`config.mk`:
```
export PLATFORM = sky130hd
export DESIGN_NAME = vga_draw_gen
export DESIGN_NICKNAME = d
export VERILOG_FILES = /design/src/rtl/vga_draw_gen.sv
export SDC_FILE = /design/constraint.sdc
export NUM_CORES = 1
export LEC_CHECK = 0
export ABC_AREA = 1
export CAP_MARGIN = 20
export CELL_PAD_IN_SITES_DETAIL_PLACEMENT = 1
export CELL_PAD_IN_SITES_GLOBAL_PLACEMENT = 1
export CORE_UTILIZATION = 40
export DETAILED_ROUTE_END_ITERATION = 6
export HOLD_SLACK_MARGIN = 0.08
export PLACE_DENSITY_LB_ADDON = 0.1
export SKIP_LAST_GASP = 1
export SLEW_MARGIN = 25
export SYNTH_ARGS = -nofsm -noshare
export SYNTH_HDL_FRONTEND = slang
export SYNTH_SLANG_ARGS = --single-unit
```
`constraint.sdc`:
```
create_clock -name iVGA_CLK -period 1.9 [get_ports iVGA_CLK]
set_input_delay 0.19 -clock iVGA_CLK [delete_from_list [all_inputs] [get_ports iVGA_CLK]]
set_output_delay 0.19 -clock iVGA_CLK [all_outputs]
set_load 0.02 [all_outputs]
```
`src/rtl/vga_draw_gen.sv`:
```
// Pixel generator: background pattern plus NUM_OBJ square overlays, RGB565 out.
// Two register stages; object attributes are double-buffered and committed at frame start.
module vga_draw_gen #(
  parameter int H_ACTIVE = 640,
  parameter int V_ACTIVE = 480,
  parameter int XW       = 10,
  parameter int YW       = 10,
  parameter int NUM_OBJ  = 4,
  parameter int OBJ_SIZE = 16,
  parameter int IW       = 3
) (
  input  logic          iVGA_CLK,
  input  logic          reset_n,
  input  logic [XW-1:0] iVGA_X,
  input  logic [YW-1:0] iVGA_Y,
  input  logic [1:0]    iMode,
  input  logic          iColor_SW,
  input  logic          iObj_we,
  input  logic [IW-1:0] iObj_idx,
  input  logic [XW-1:0] iObj_x,
  input  logic [YW-1:0] iObj_y,
  input  logic [15:0]   iObj_color,
  input  logic          iObj_en,
  input  logic          iObj_blink,
  output logic [15:0]   oRGB,
  output logic          oFrame_start
);

  localparam int BAR_W = H_ACTIVE / 8;

  logic [NUM_OBJ-1:0][XW-1:0] r_sh_x, r_act_x, w_cur_x;
  logic [NUM_OBJ-1:0][YW-1:0] r_sh_y, r_act_y, w_cur_y;
  logic [NUM_OBJ-1:0][15:0]   r_sh_col, r_act_col, w_cur_col;
  logic [NUM_OBJ-1:0]         r_sh_en, r_act_en, w_cur_en;
  logic [NUM_OBJ-1:0]         r_sh_blink, r_act_blink, w_cur_blink;
  logic [7:0]                 r_frame_cnt, w_frame_cnt_cur;

  logic                       w_frame_start;
  logic                       w_in_range;
  logic [2:0]                 w_bar;
  logic [15:0]                w_bg;
  logic [NUM_OBJ-1:0]         w_hit;

  logic                       r_s1_in_range;
  logic [15:0]                r_s1_bg;
  logic [NUM_OBJ-1:0]         r_s1_hit;
  logic [NUM_OBJ-1:0][15:0]   r_s1_col;
  logic                       r_s1_fs;

  logic [15:0]                w_rgb;
  logic                       w_found;

  assign w_frame_start = (iVGA_X == '0) && (iVGA_Y == '0);
  assign w_in_range    = ({1'b0, iVGA_X} < (XW+1)'(H_ACTIVE)) &&
                         ({1'b0, iVGA_Y} < (YW+1)'(V_ACTIVE));

  // Shadow registers: writable at any time, indices beyond NUM_OBJ never match.
  always_ff @(posedge iVGA_CLK or negedge reset_n) begin
    if (!reset_n) begin
      r_sh_x     <= '0;
      r_sh_y     <= '0;
      r_sh_col   <= '0;
      r_sh_en    <= '0;
      r_sh_blink <= '0;
    end else if (iObj_we) begin
      for (int unsigned i = 0; i < NUM_OBJ; i++) begin
        if (iObj_idx == IW'(i)) begin
          r_sh_x[i]     <= iObj_x;
          r_sh_y[i]     <= iObj_y;
          r_sh_col[i]   <= iObj_color;
          r_sh_en[i]    <= iObj_en;
          r_sh_blink[i] <= iObj_blink;
        end
      end
    end
  end

  always_ff @(posedge iVGA_CLK or negedge reset_n) begin
    if (!reset_n) begin
      r_act_x     <= '0;
      r_act_y     <= '0;
      r_act_col   <= '0;
      r_act_en    <= '0;
      r_act_blink <= '0;
      r_frame_cnt <= '0;
    end else if (w_frame_start) begin
      r_act_x     <= r_sh_x;
      r_act_y     <= r_sh_y;
      r_act_col   <= r_sh_col;
      r_act_en    <= r_sh_en;
      r_act_blink <= r_sh_blink;
      r_frame_cnt <= r_frame_cnt + 8'd1;
    end
  end

  // Pixel (0,0) must already see the committed set, so bypass the active copy on that cycle.
  assign w_cur_x         = w_frame_start ? r_sh_x     : r_act_x;
  assign w_cur_y         = w_frame_start ? r_sh_y     : r_act_y;
  assign w_cur_col       = w_frame_start ? r_sh_col   : r_act_col;
  assign w_cur_en        = w_frame_start ? r_sh_en    : r_act_en;
  assign w_cur_blink     = w_frame_start ? r_sh_blink : r_act_blink;
  assign w_frame_cnt_cur = w_frame_start ? (r_frame_cnt + 8'd1) : r_frame_cnt;

  // Edge sums are one bit wider so objects near the right/bottom clip instead of wrapping.
  always_comb begin
    w_hit = '0;
    for (int unsigned i = 0; i < NUM_OBJ; i++) begin
      w_hit[i] = w_cur_en[i] &&
                 !(w_cur_blink[i] && w_frame_cnt_cur[5]) &&
                 (iVGA_X >= w_cur_x[i]) &&
                 ({1'b0, iVGA_X} < ({1'b0, w_cur_x[i]} + (XW+1)'(OBJ_SIZE))) &&
                 (iVGA_Y >= w_cur_y[i]) &&
                 ({1'b0, iVGA_Y} < ({1'b0, w_cur_y[i]} + (YW+1)'(OBJ_SIZE)));
    end
  end

  always_comb begin
    w_bar = '0;
    for (int unsigned k = 1; k < 8; k++) begin
      if ({1'b0, iVGA_X} >= (XW+1)'(k * BAR_W)) begin
        w_bar = 3'(k);
      end
    end
    if (iColor_SW) begin
      w_bar = ~w_bar;
    end
  end

  always_comb begin
    w_bg = '0;
    case (iMode)
      2'd0: w_bg = iColor_SW ? '1 : '0;
      2'd1: begin
        case (w_bar)
          3'd0: w_bg = 16'hFFFF;
          3'd1: w_bg = 16'hFFE0;
          3'd2: w_bg = 16'h07FF;
          3'd3: w_bg = 16'h07E0;
          3'd4: w_bg = 16'hF81F;
          3'd5: w_bg = 16'hF800;
          3'd6: w_bg = 16'h001F;
          3'd7: w_bg = 16'h0000;
        endcase
      end
      2'd2: w_bg = {16{iVGA_X[5] ^ iVGA_Y[5] ^ iColor_SW}};
      2'd3: w_bg = {iVGA_X[9:5], iVGA_Y[8:3], iVGA_X[4:0]} ^ {16{iColor_SW}};
    endcase
  end

  always_ff @(posedge iVGA_CLK or negedge reset_n) begin
    if (!reset_n) begin
      r_s1_in_range <= 1'b0;
      r_s1_bg       <= '0;
      r_s1_hit      <= '0;
      r_s1_col      <= '0;
      r_s1_fs       <= 1'b0;
    end else begin
      r_s1_in_range <= w_in_range;
      r_s1_bg       <= w_bg;
      r_s1_hit      <= w_hit;
      r_s1_col      <= w_cur_col;
      r_s1_fs       <= w_frame_start;
    end
  end

  always_comb begin
    w_rgb   = r_s1_bg;
    w_found = 1'b0;
    for (int unsigned i = 0; i < NUM_OBJ; i++) begin
      if (r_s1_hit[i] && !w_found) begin
        w_rgb   = r_s1_col[i];
        w_found = 1'b1;
      end
    end
    if (!r_s1_in_range) begin
      w_rgb = '0;
    end
  end

  always_ff @(posedge iVGA_CLK or negedge reset_n) begin
    if (!reset_n) begin
      oRGB         <= '0;
      oFrame_start <= 1'b0;
    end else begin
      oRGB         <= w_rgb;
      oFrame_start <= r_s1_fs;
    end
  end

endmodule

```
# Yosys cells after proc, flatten, opt, wreduce, memory -nomap -nowiden
# Memory sizes are Yosys's and may differ from the RTL's.
# Index checks and enable logic that the tools add are counted.
# word_totals
regBits	351
romBits	128
inputBits	67
output_inout_bits	17
elab_cells	154
n_memories	1
# memory_table
name	words	width	rd	rd_ports_with_merged_regs	wr	line	text
(name not given)	8	16	1	0	0	134	case (w_bar)
# classes
addsub	9
n_lt_le_gt_ge	25
eq_ne	6
mux	23
n_bitwise	4
n_reduce_logical	44
# ops
op	count
16-bit 2-to-1 mux	6
10-bit by 5-bit adder with 11-bit output, second input constant	8
10-bit by 11-bit < comparator with 1-bit output	8
10-bit >= comparator	8
40-bit 2-to-1 mux	2
16-bit case mux with 4 select lines	1
10-bit by 9-bit >= comparator with 1-bit output, second input constant	3
1-bit logical AND	29
3-bit 2-to-1 mux	7
10-bit by 8-bit >= comparator with 1-bit output, second input constant	2
10-bit logical NOT	2
16-bit XOR	1
10-bit >= comparator, second input constant	1
10-bit by 7-bit >= comparator with 1-bit output, second input constant	1
10-bit < comparator, second input constant	1
10-bit by 9-bit < comparator with 1-bit output, second input constant	1
8-bit by 1-bit adder with 8-bit output, second input constant	1
4-bit 2-to-1 mux	2
2-bit AND reduction	4
1-bit logical NOT	7
3-bit by 2-bit equality test with 1-bit output, second input constant	2
6-bit 2-to-1 mux	1
2-bit equality test, second input constant	2
1-bit 2-to-1 mux	4
6 further kinds	7

# Depth between registers and ports, before layout
# Gate-level depths: netlist of run 1.
# An unclocked memory read counts as a cell.
# depth
depth_word	12
depth_mapped	27
depth_no_buf	23

# Least setup slack after synthesis of run 1
# Ideal clock, no wire load.
# synth_timing
path_kind	input to register
startpoint	input port iVGA_X[7]
endpoint	register r_s1_hit[2]
setup_ps	122
arrival_time_ps	2601
required_time_ps	1778
path_slack_ps	-823
path_stages	23
n_path_buf	3
path_cell_list	buf_6 > nor2_4 > nand2_1 > nor2_4 > nand3_4 > buf_6 > buf_6 > o21ai_1 > inv_1 > ha_1 > xor2_1 > ha_1 > nand2_1 > nor3b_1 > o21ai_0 > nand2_1 > nand2_1 > nand2_1 > nand2_1 > nand2_1 > nand2_1 > nand4_1 > nor2_1
# synth_lines
item	line	text
start, declared	14	input logic [XW-1:0] iVGA_X,
end signal, assigned	160	r_s1_hit <= w_hit;
end, declared	46	logic [NUM_OBJ-1:0] r_s1_hit;

==> results of run 1 <==
-- power by group through the flow --
stage / sequential (W) / clock, W / combinational (W)
after floorplan: 0.00853 / 0 / 0.000962
final: 0.00853 / 0.00821 / 0.00201
after global placement: 0.00859 / 0 / 0.00188
after global routing: 0.00861 / 0.00867 / 0.00230
after detailed placement: 0.00861 / 0 / 0.00197
after CTS: 0.00852 / 0.00844 / 0.00202
-- state kept, by name (all words and copies together), names as in the netlist --
| signal | flops |
|---|---|
| r_sh_y | 40 |
| r_sh_blink | 4 |
| r_s1_col | 64 |
| r_frame_cnt | 6 |
| oFrame_start | 1 |
| r_act_x | 40 |
| r_act_en | 4 |
| r_sh_col | 64 |
| r_act_y | 40 |
| oRGB | 16 |
| r_act_blink | 4 |
| r_s1_hit | 4 |
| r_sh_x | 40 |
| r_s1_in_range | 1 |
| r_sh_en | 4 |
| r_s1_bg | 16 |
| r_s1_fs | 1 |
-- stage by stage --
step / cells / hold slack, ps / setup slack (ps)
finish: 3082 / 92.5 / -574
global route: 3082 / 118 / -757
CTS: 3075 / 83.4 / -523
detailed placement: 2971 / 103 / -1970
global placement: 2971 / 103 / -1940
floorplan: 2170 / -106 / -724
-- cell type report --
class,count,area [sq um]
inverters,246,936
flip-flops and latches,349,8730
well taps,592,741
clock buffers,64,1250
repair buffers,333,3120
clock inverters,10,150
multi-input cells,1488,8330
fillers,5170,21000
-- metal layers --
metal | vias up | track usage [%] | part of all wire (%)
li1 | 7540 | - | -
met1 | 7626 | 33.5 | 45
met2 | 216 | 44.2 | 49
met3 | 102 | 3.13 | 2.9
met4 | 2 | 9.80 | 3.3
met5 | - | 0 | 0.019
-- timing repair --
action                                 in CTS  in global routing
setup endpoints to repair                  69                  4
endpoints found under the hold margin     301                  0
resized for setup                         192                 24
gates cloned                                6                  0
pin swaps                                  84                 33
buffers inserted                           24                  7
hold buffers                                2                  0
-- cells by family after synthesis --
| family | count (synthesis) | synth area share, % |
|---|---|---|
| adders and majority gates | 124 | 8.64 |
| and+or+nand+nor | 934 | 21.7 |
| buffers and inverters | 333 | 7.50 |
| AOI/OAI and AO/OA | 400 | 12.0 |
| xor gates and xnor gates | 30 | 1.46 |
| DFF | 349 | 48.6 |
-- cell usage in the layout (no fill, tap or decap), types with 8 or more instances in the layout --
cell and count:
a21oi_2 8, clkdlybuf4s50_1 62, nand3_2 9, ha_1 116
o21ai_1 29, ha_4 8, o21ai_0 230, nor2_4 8
or2_2 29, buf_12 20, xor2_1 26, a21oi_1 74
o21ai_2 22, buf_2 8, dfrtp_1 349, nand4_1 29
nand2_1 647, nand3_1 69, buf_4 215, nor2_1 82
buf_6 15, o21a_1 9, nand2_2 20, clkbuf_16 43
clkbuf_1 11, nor2_2 10, clkbuf_8 10, inv_1 239
-- worst paths after layout --
| check | endpoint | cells past startpoint | slack [ps] | startpoint |
|---|---|---|---|---|
| min reg2reg | oFrame_start | 0 | 350 | r_s1_fs |
| max | r_s1_hit[3] | 24 | -570 | iVGA_Y[1] |
| max in group asynchronous | r_sh_y[17] | 4 | 940 | reset_n |
| min | oRGB[12] | 2 | 90 | reset_n |
| min in group iVGA_CLK | r_s1_bg[0] | 5 | 120 | iVGA_X[0] |
| max reg2reg | r_s1_hit[3] | 17 | -480 | r_sh_y[35] |
-- critical path, delay by kind of cell --
family | cells | cell delay (ps)
AO/OA/AOI/OAI | 3 | 410
XOR/XNOR | 1 | 160
adder cells (fa/ha/maj) | 2 | 490
buffers and inverters | 5 | 580
AND/OR/NAND/NOR | 13 | 1140
==> results.txt, run 1 <==
post-route setup slack = -574 ps
main flop type after synthesis = dfrtp_1
register area share after synthesis = 48.6%
P per Cell Area = 806 nW/um^2
1st-pass router iterations = 7
final core utilization = 52.6%
CP max stage delay = 330 ps
CP Launch Type = input port
antenna violations before repair = 1
clock slew at reported path FFs = 60 ps
total CTS buffers = 42
sw power = 0.00487 W
setup TNS = -2260 ps
layout cells sized above 1 = 19.5%
initial DRC count = 699
Critical Path Slowest Stage Cell = ha_1
post-synthesis cell area = 18000 sq um
first-pass GRT wire length = 90.9 mm
Inserted Diodes = 0
CP Class = input port to register
synth warn = 0
sequential share of power = 45.5%
Post-synth EDFFs = 0
Avg Cell Area, Syn = 8.27 sq um
CP max FO = 20
CP most frequent cell = nand2_1
total global routing overflow = 0
number of global-route vias before repair = 16.8k
Yosys top cell by area = dfrtp_1
Pins Over Slew Limit = 0
Pint = 0.0139 W
worst slew pin tran = 527 ps
count leader, synth = nand2_1
total track usage = 25.9%
crit-path cells = buf_8, nor2_4, nand2_4, nor2_4, nand3_4, buf_12, buf_16, o21ai_4, inv_2, ha_4, xor2_1, ha_1, a21oi_2, o21a_1, nand2_1, nand2_1, nand2_1, nand2_1, nand2_1, nand2_1, nand3_2, nor2_1, nand2_1, inv_1
unrepaired setup endpoints after global routing = true
Final nets = 2651
relative slew slack = 64.9%
largest net degree at the start of global routing = 77
CP endpoint kind = register
via count = 15.5k
num ports = 84
Antenna Nets Post-Route = 0
largest cells by area after synthesis = dfrtp_1, nand2_1, ha_1
clock latency at the later pin of the worst-skew pair = 570 ps
power consumption = 0.0187 W
Unique masters post-synth = 43
post-route cell area = 23300 sq um
Max VDD drop = 0.000519 V
WL/cell = 18.3 um
DIE AREA = 45700 sq um
core area = 44200 sq um
min Tclk post-route = 2470 ps
CTS tree = done
Placement Cell Area = 21000 sq um
Leakage = 12.4 nW
row count = 77
Worst Skew = 20.7 ps
clk buf depth = 3
Worst EP arrival = 2980 ps
number of synthesized register bits = 349
Root Buffer = clkbuf_16
Final Cycle Share = 130%
Die Height = 214 um
area delta synth->final = 29.6%
DRT Wirelength = 56.5 mm
Commonest cells post-synth = nand2_1, dfrtp_1, inv_1, o21ai_0, ha_1
status = finished, violations left
sw frac = 26.0%
DRC violations left = 3
port bufs = 83
power share of the combinational group = 10.7%
share of the synthesized area in the top cell type = 48.6%
maxcap violations = 0
CP required = 2410 ps
Gate Count Post-Synth = 2170
H-tree lvl count = 2
failing checks = DRC, setup timing
f_max = 404 MHz
clk sinks = 349
GP Congestion = 0.838
share of total power in the clock network = 43.8%
Initial Util = 40.6%
Hold Crit Class = input port to async pin
Post-synth ARST share = 100%
DR vias/cell = 5.02
DP HPWL = 38.3 mm
Final Hold Fails = 0
setup violators final = 4
post-synth net total = 2361
Die Wd = 214 um
(Power assumes the default switching activity.)
==> inputs of run 2 (changes only) <==
- clock period: 1.9 -> 3.1 ns (I/O delays scaled with it)
==> run 2 against run 1 <==
  * The run now ends clean
  * Flip-flop and latch count unchanged
  * Clock power shrank 40%
  * Critical path depth down 1
  * Combinational power decreased by 43%
  * Final cell count shrank 0.55%
  * Die area did not move
  * Clock-buffer cell count is 7 lower
  * Hold slack gained 150 ps
  * Design area shrank 2.0%
  * Clock skew decreased by 1.0 ps
  * Critical path type unchanged
  * Critical endpoint is now r_s1_hit[2]
==> results.txt, run 2 (synthesis results as in run 1) <==
status = completed
WHS = 242 ps
Initial Util = 40.6%
number of global-route vias before repair = 16.1k
Hold Crit Class = input port to register
DIE AREA = 45700 sq um
setup TNS = 0 ps
DP HPWL = 38.2 mm
reg2reg setup slack = 690 ps
first-pass GRT wire length = 87.5 mm
worst slew pin tran = 902 ps
CP max FO = 10
total global routing overflow = 0
clk sinks = 349
core area = 44200 sq um
clk buf depth = 3
layout cells sized above 1 = 17.0%
Final nets = 2633
DR vias/cell = 5.00
Worst Skew = 19.6 ps
setup violators final = 0
P per Cell Area = 496 nW/um^2
H-tree lvl count = 2
Pins Over Slew Limit = 0
WL/cell = 18.1 um
clock latency at the later pin of the worst-skew pair = 580 ps
area delta synth->final = 27.0%
Max VDD drop = 0.000347 V
min Tclk post-route = 3010 ps
row count = 77
CP required = 3560 ps
port bufs = 83
clock slew at reported path FFs = 60 ps
total track usage = 24.9%
CTS tree = done
relative slew slack = 39.9%
Worst EP arrival = 3480 ps
CP Launch Type = input port
worst r2r src = r_sh_y[25]
Final Hold Fails = 0
Root Buffer = clkbuf_16
CP endpoint kind = register
Inserted Diodes = 0
DP Worst Slack = -866 ps
fill count = 5224
Die Height = 214 um
DRC violations left = 0
1st-pass router iterations = 5
Largest regs = r_s1_col (64), r_sh_col (64)
reg2reg path depth = 16
DRT Wirelength = 55.4 mm
total CTS buffers = 42
initial DRC count = 714
Final Cycle Share = 97.2%
reg-to-reg endpoint = r_s1_hit[2]
Min-Delay Path Depth = 3
maxcap violations = 0
num ports = 84
via count = 15.3k
post-route setup slack = 86.4 ps
f_max = 332 MHz
most frequent cells in the layout = nand2_1, dfrtp_1, inv_1
final core utilization = 51.6%
CP Class = input port to register
commonest non-fill, non-tap cell in the layout = nand2_1
GP Congestion = 0.818
Hold EP = r_s1_in_range
largest net degree at the start of global routing = 83
Leakage = 12.2 nW
Antenna Nets Post-Route = 0
power consumption = 0.0113 W
antenna violations before repair = 0
min-delay src = iVGA_Y[9]
Die Wd = 214 um
run 2: cell count changes in the layout (fill, tap and decap cells not counted), sizes merged:
cell	change
buf	-36
bufbuf	-2
clkbuf	-6
clkdlybuf4s50	+11
clkinv	+6
clkinvlp	+1
dlygate4sd3	-1
dlymetal6s2s	+9
inv	+1
run 2: per-layer routing:
metal / vias up / wire length [um] / GRT usage (%)
li1: 7512 / - / -
met1: 7563 / 25100 / 32.3
met2: 185 / 27400 / 42.8
met3: 73 / 1670 / 3.97
met4: 0 / 1270 / 7.22
met5: - / 0 / 0
run 2: timing repair:
action / 4_1_cts / 5_1_grt
hold endpoints to repair: 70 / 0
cloned: 0 / 2
resized for setup: 13 / 81
hold buffers: 1 / 0
buffers inserted: 0 / 16
endpoints found under the setup margin: 4 / 4
pin swaps: 1 / 41
run 2: how the worst max path moves through the flow:
stage               from           to  slack [ps]  depth (start not counted)
3_5_place_dp   iVGA_Y[0]  r_s1_hit[2]        -870                         19
6_report       iVGA_X[8]  r_s1_hit[2]          90                         23
4_1_cts        iVGA_Y[1]  r_s1_hit[2]         -40                         24
3_3_place_gp   iVGA_Y[1]  r_s1_hit[2]        -760                         19
2_1_floorplan  iVGA_X[7]  r_s1_hit[2]         260                         23
5_1_grt        iVGA_X[5]  r_s1_hit[2]         -90                         23
run 2: worst max-delay path, stage by stage:
cell	delay [ps]
clkdlybuf4s50_1	470
nor2_4	200
nand2_2	80
nor2_4	140
nand3_4	120
buf_4	170
buf_6	140
o21ai_2	140
inv_1	90
ha_1	220
xor2_1	170
ha_1	320
nand2_2	80
nor3b_2	150
o21ai_1	110
nand2_2	90
nand2_1	50
nand2_1	50
nand2_1	60
nand2_1	80
nand2_2	90
nand4_1	100
nor2_1	60
run 2: power by group:
part           switching, W  total [W]  internal (W)
sequential         0.000257    0.00523       0.00497
combinational      0.000700    0.00115      0.000449
clock               0.00200    0.00492       0.00293
total               0.00296     0.0113       0.00835
run 2: layout make-up:
class | instances | area (sq um) | share of cell area, %
tap | 592 | 741 | 3.25
sequential | 349 | 8730 | 38.3
clock inverter | 18 | 200 | 0.878
multi-input combinational | 1488 | 8170 | 35.8
inverter | 246 | 931 | 4.08
clock buffer | 57 | 1180 | 5.17
timing repair buffer | 315 | 2850 | 12.5
run 2: metrics by stage:
step,area (sq um),instances
2_1_floorplan,18000,2170
3_3_place_gp,20900,2972
3_5_place_dp,20900,2972
4_1_cts,22400,3048
5_1_grt,22800,3065
6_report,22800,3065
==> inputs of run 3 (changes only) <==
- CTS_CLUSTER_DIAMETER: not set -> 120
- DONT_BUFFER_PORTS: not set -> 1
- SETUP_SLACK_MARGIN: not set -> 0.5
==> run 3 against run 2 <==
  * The flow now finishes with violations (hold timing)
  * Critical endpoint is now r_s1_hit[1]
  * Combinational power fell by 23%
  * Design area fell by 5.3%
  * Setup slack improved by 550 ps
  * Flip-flop and latch count did not move
  * Wire length fell by 1.8%
  * Final cell count fell by 4.5%
==> results.txt, run 3 (synthesis results as in run 1) <==
status = finished, violations left
failing checks = hold timing
first-pass GRT wire length = 86.7 mm
Worst Skew = 15.1 ps
Die Wd = 214 um
total track usage = 24.6%
WL/cell = 18.6 um
DRT Wirelength = 54.4 mm
DR vias/cell = 5.11
CP required = 3560 ps
area delta synth->final = 20.2%
Final nets = 2493
DP Worst Slack = -63.9 ps
Inserted Diodes = 0
total CTS buffers = 42
CTS tree = done
Critical Path Slowest Stage Cell = ha_4
relative slew slack = 33.2%
hold-fix buffers at CTS = 54
clk buf depth = 3
GP Congestion = 0.809
DP HPWL = 35.6 mm
post-route setup slack = 639 ps
Initial Util = 40.6%
total global routing overflow = 0
Die Height = 214 um
initial DRC count = 905
Antenna Nets Post-Route = 0
CP max stage delay = 300 ps
row count = 77
clock slew at reported path FFs = 50 ps
CP most frequent cell = nand2_1
layout cells sized above 1 = 13.2%
Final Cycle Share = 79.4%
P per Cell Area = 529 nW/um^2
setup TNS = 0 ps
CP Class = input port to register
via count = 15.0k
maxcap violations = 0
1st-pass router iterations = 5
unrepaired setup endpoints after global routing = true
setup violators final = 0
DRC violations left = 0
Worst EP arrival = 2920 ps
CP endpoint kind = register
min Tclk post-route = 2460 ps
Max VDD drop = 0.000447 V
CP max FO = 8
num ports = 84
power consumption = 0.0114 W
Pins Over Slew Limit = 0
largest net degree at the start of global routing = 350
most frequent cells in the layout = nand2_1, dfrtp_1, inv_1
Leakage = 11.5 nW
clock latency at the later pin of the worst-skew pair = 570 ps
port bufs = 0
Root Buffer = clkbuf_16
CP Launch Type = input port
clk sinks = 349
WHS = -545 ps
number of global-route vias before repair = 15.9k
f_max = 406 MHz
commonest non-fill, non-tap cell in the layout = nand2_1
Final Hold Fails = 349
core area = 44200 sq um
DIE AREA = 45700 sq um
H-tree lvl count = 2
antenna violations before repair = 1
worst slew pin tran = 1000 ps
Hold Crit Class = input port to async pin
Largest regs = r_s1_col (64), r_sh_col (64)
-- run 3: cell type report --
cell class / count / area (sq um)
clock inverter: 14 / 255
inverter: 246 / 928
clock buffer: 63 / 1220
fill: 5195 / 22600
sequential: 349 / 8730
multi-input combinational: 1488 / 8150
tap: 592 / 741
timing repair buffer: 175 / 1550
-- run 3: report_power, final --
group | leakage [nW] | internal [W] | switching [W]
Combinational | 6.33 | 0.000364 | 0.000517
Clock | 0.719 | 0.00331 | 0.00198
Sequential | 4.46 | 0.00497 | 0.000275
-- run 3: through the flow --
step	utilization, %	instances	cell area [sq um]
after floorplan	-	2170	18000
after global placement	43.4	2780	19200
after detailed placement	43.4	2780	19200
after CTS	48.0	2911	21200
after global routing	48.8	2927	21600
final	48.8	2927	21600
-- run 3: path summary, 6_finish.rpt --
check | startpoint | to | depth (start not counted) | slack (ps)
setup / recovery | iVGA_Y[0] | r_s1_hit[1] | 25 | 640
hold / removal | reset_n | r_sh_col[43] | 0 | -540
setup reg to reg | r_sh_x[36] | r_s1_hit[3] | 19 | 740
hold reg to reg | r_s1_fs | oFrame_start | 0 | 350
max in group asynchronous | reset_n | r_act_y[26] | 0 | 2940
min in group iVGA_CLK | iVGA_X[4] | r_s1_bg[4] | 4 | 110
-- run 3: layer usage --
| layer | wire length, um | global-route usage, % | share of wire, % |
|---|---|---|---|
| met4 | 1000 | 6.75 | 1.8 |
| met5 | 0 | 0 | 0 |
| met2 | 26500 | 42.1 | 49 |
| met3 | 1790 | 3.02 | 3.3 |
| met1 | 25100 | 32.8 | 46 |
-- run 3: worst max-delay path: cells and delay by family --
family                     cells  cell delay, ps
and+or+nand+nor               18            1400
adders and majority gates      2             470
buffers and inverters          3             390
xor gates and xnor gates       1             180
AOI/OAI and AO/OA              1             140
-- run 3: what timing repair did --
item                                    4_1_cts  5_1_grt
resized for setup                             0       62
endpoints found under the setup margin        0        4
setup buffers                                 0       14
hold endpoints to repair                    514      349
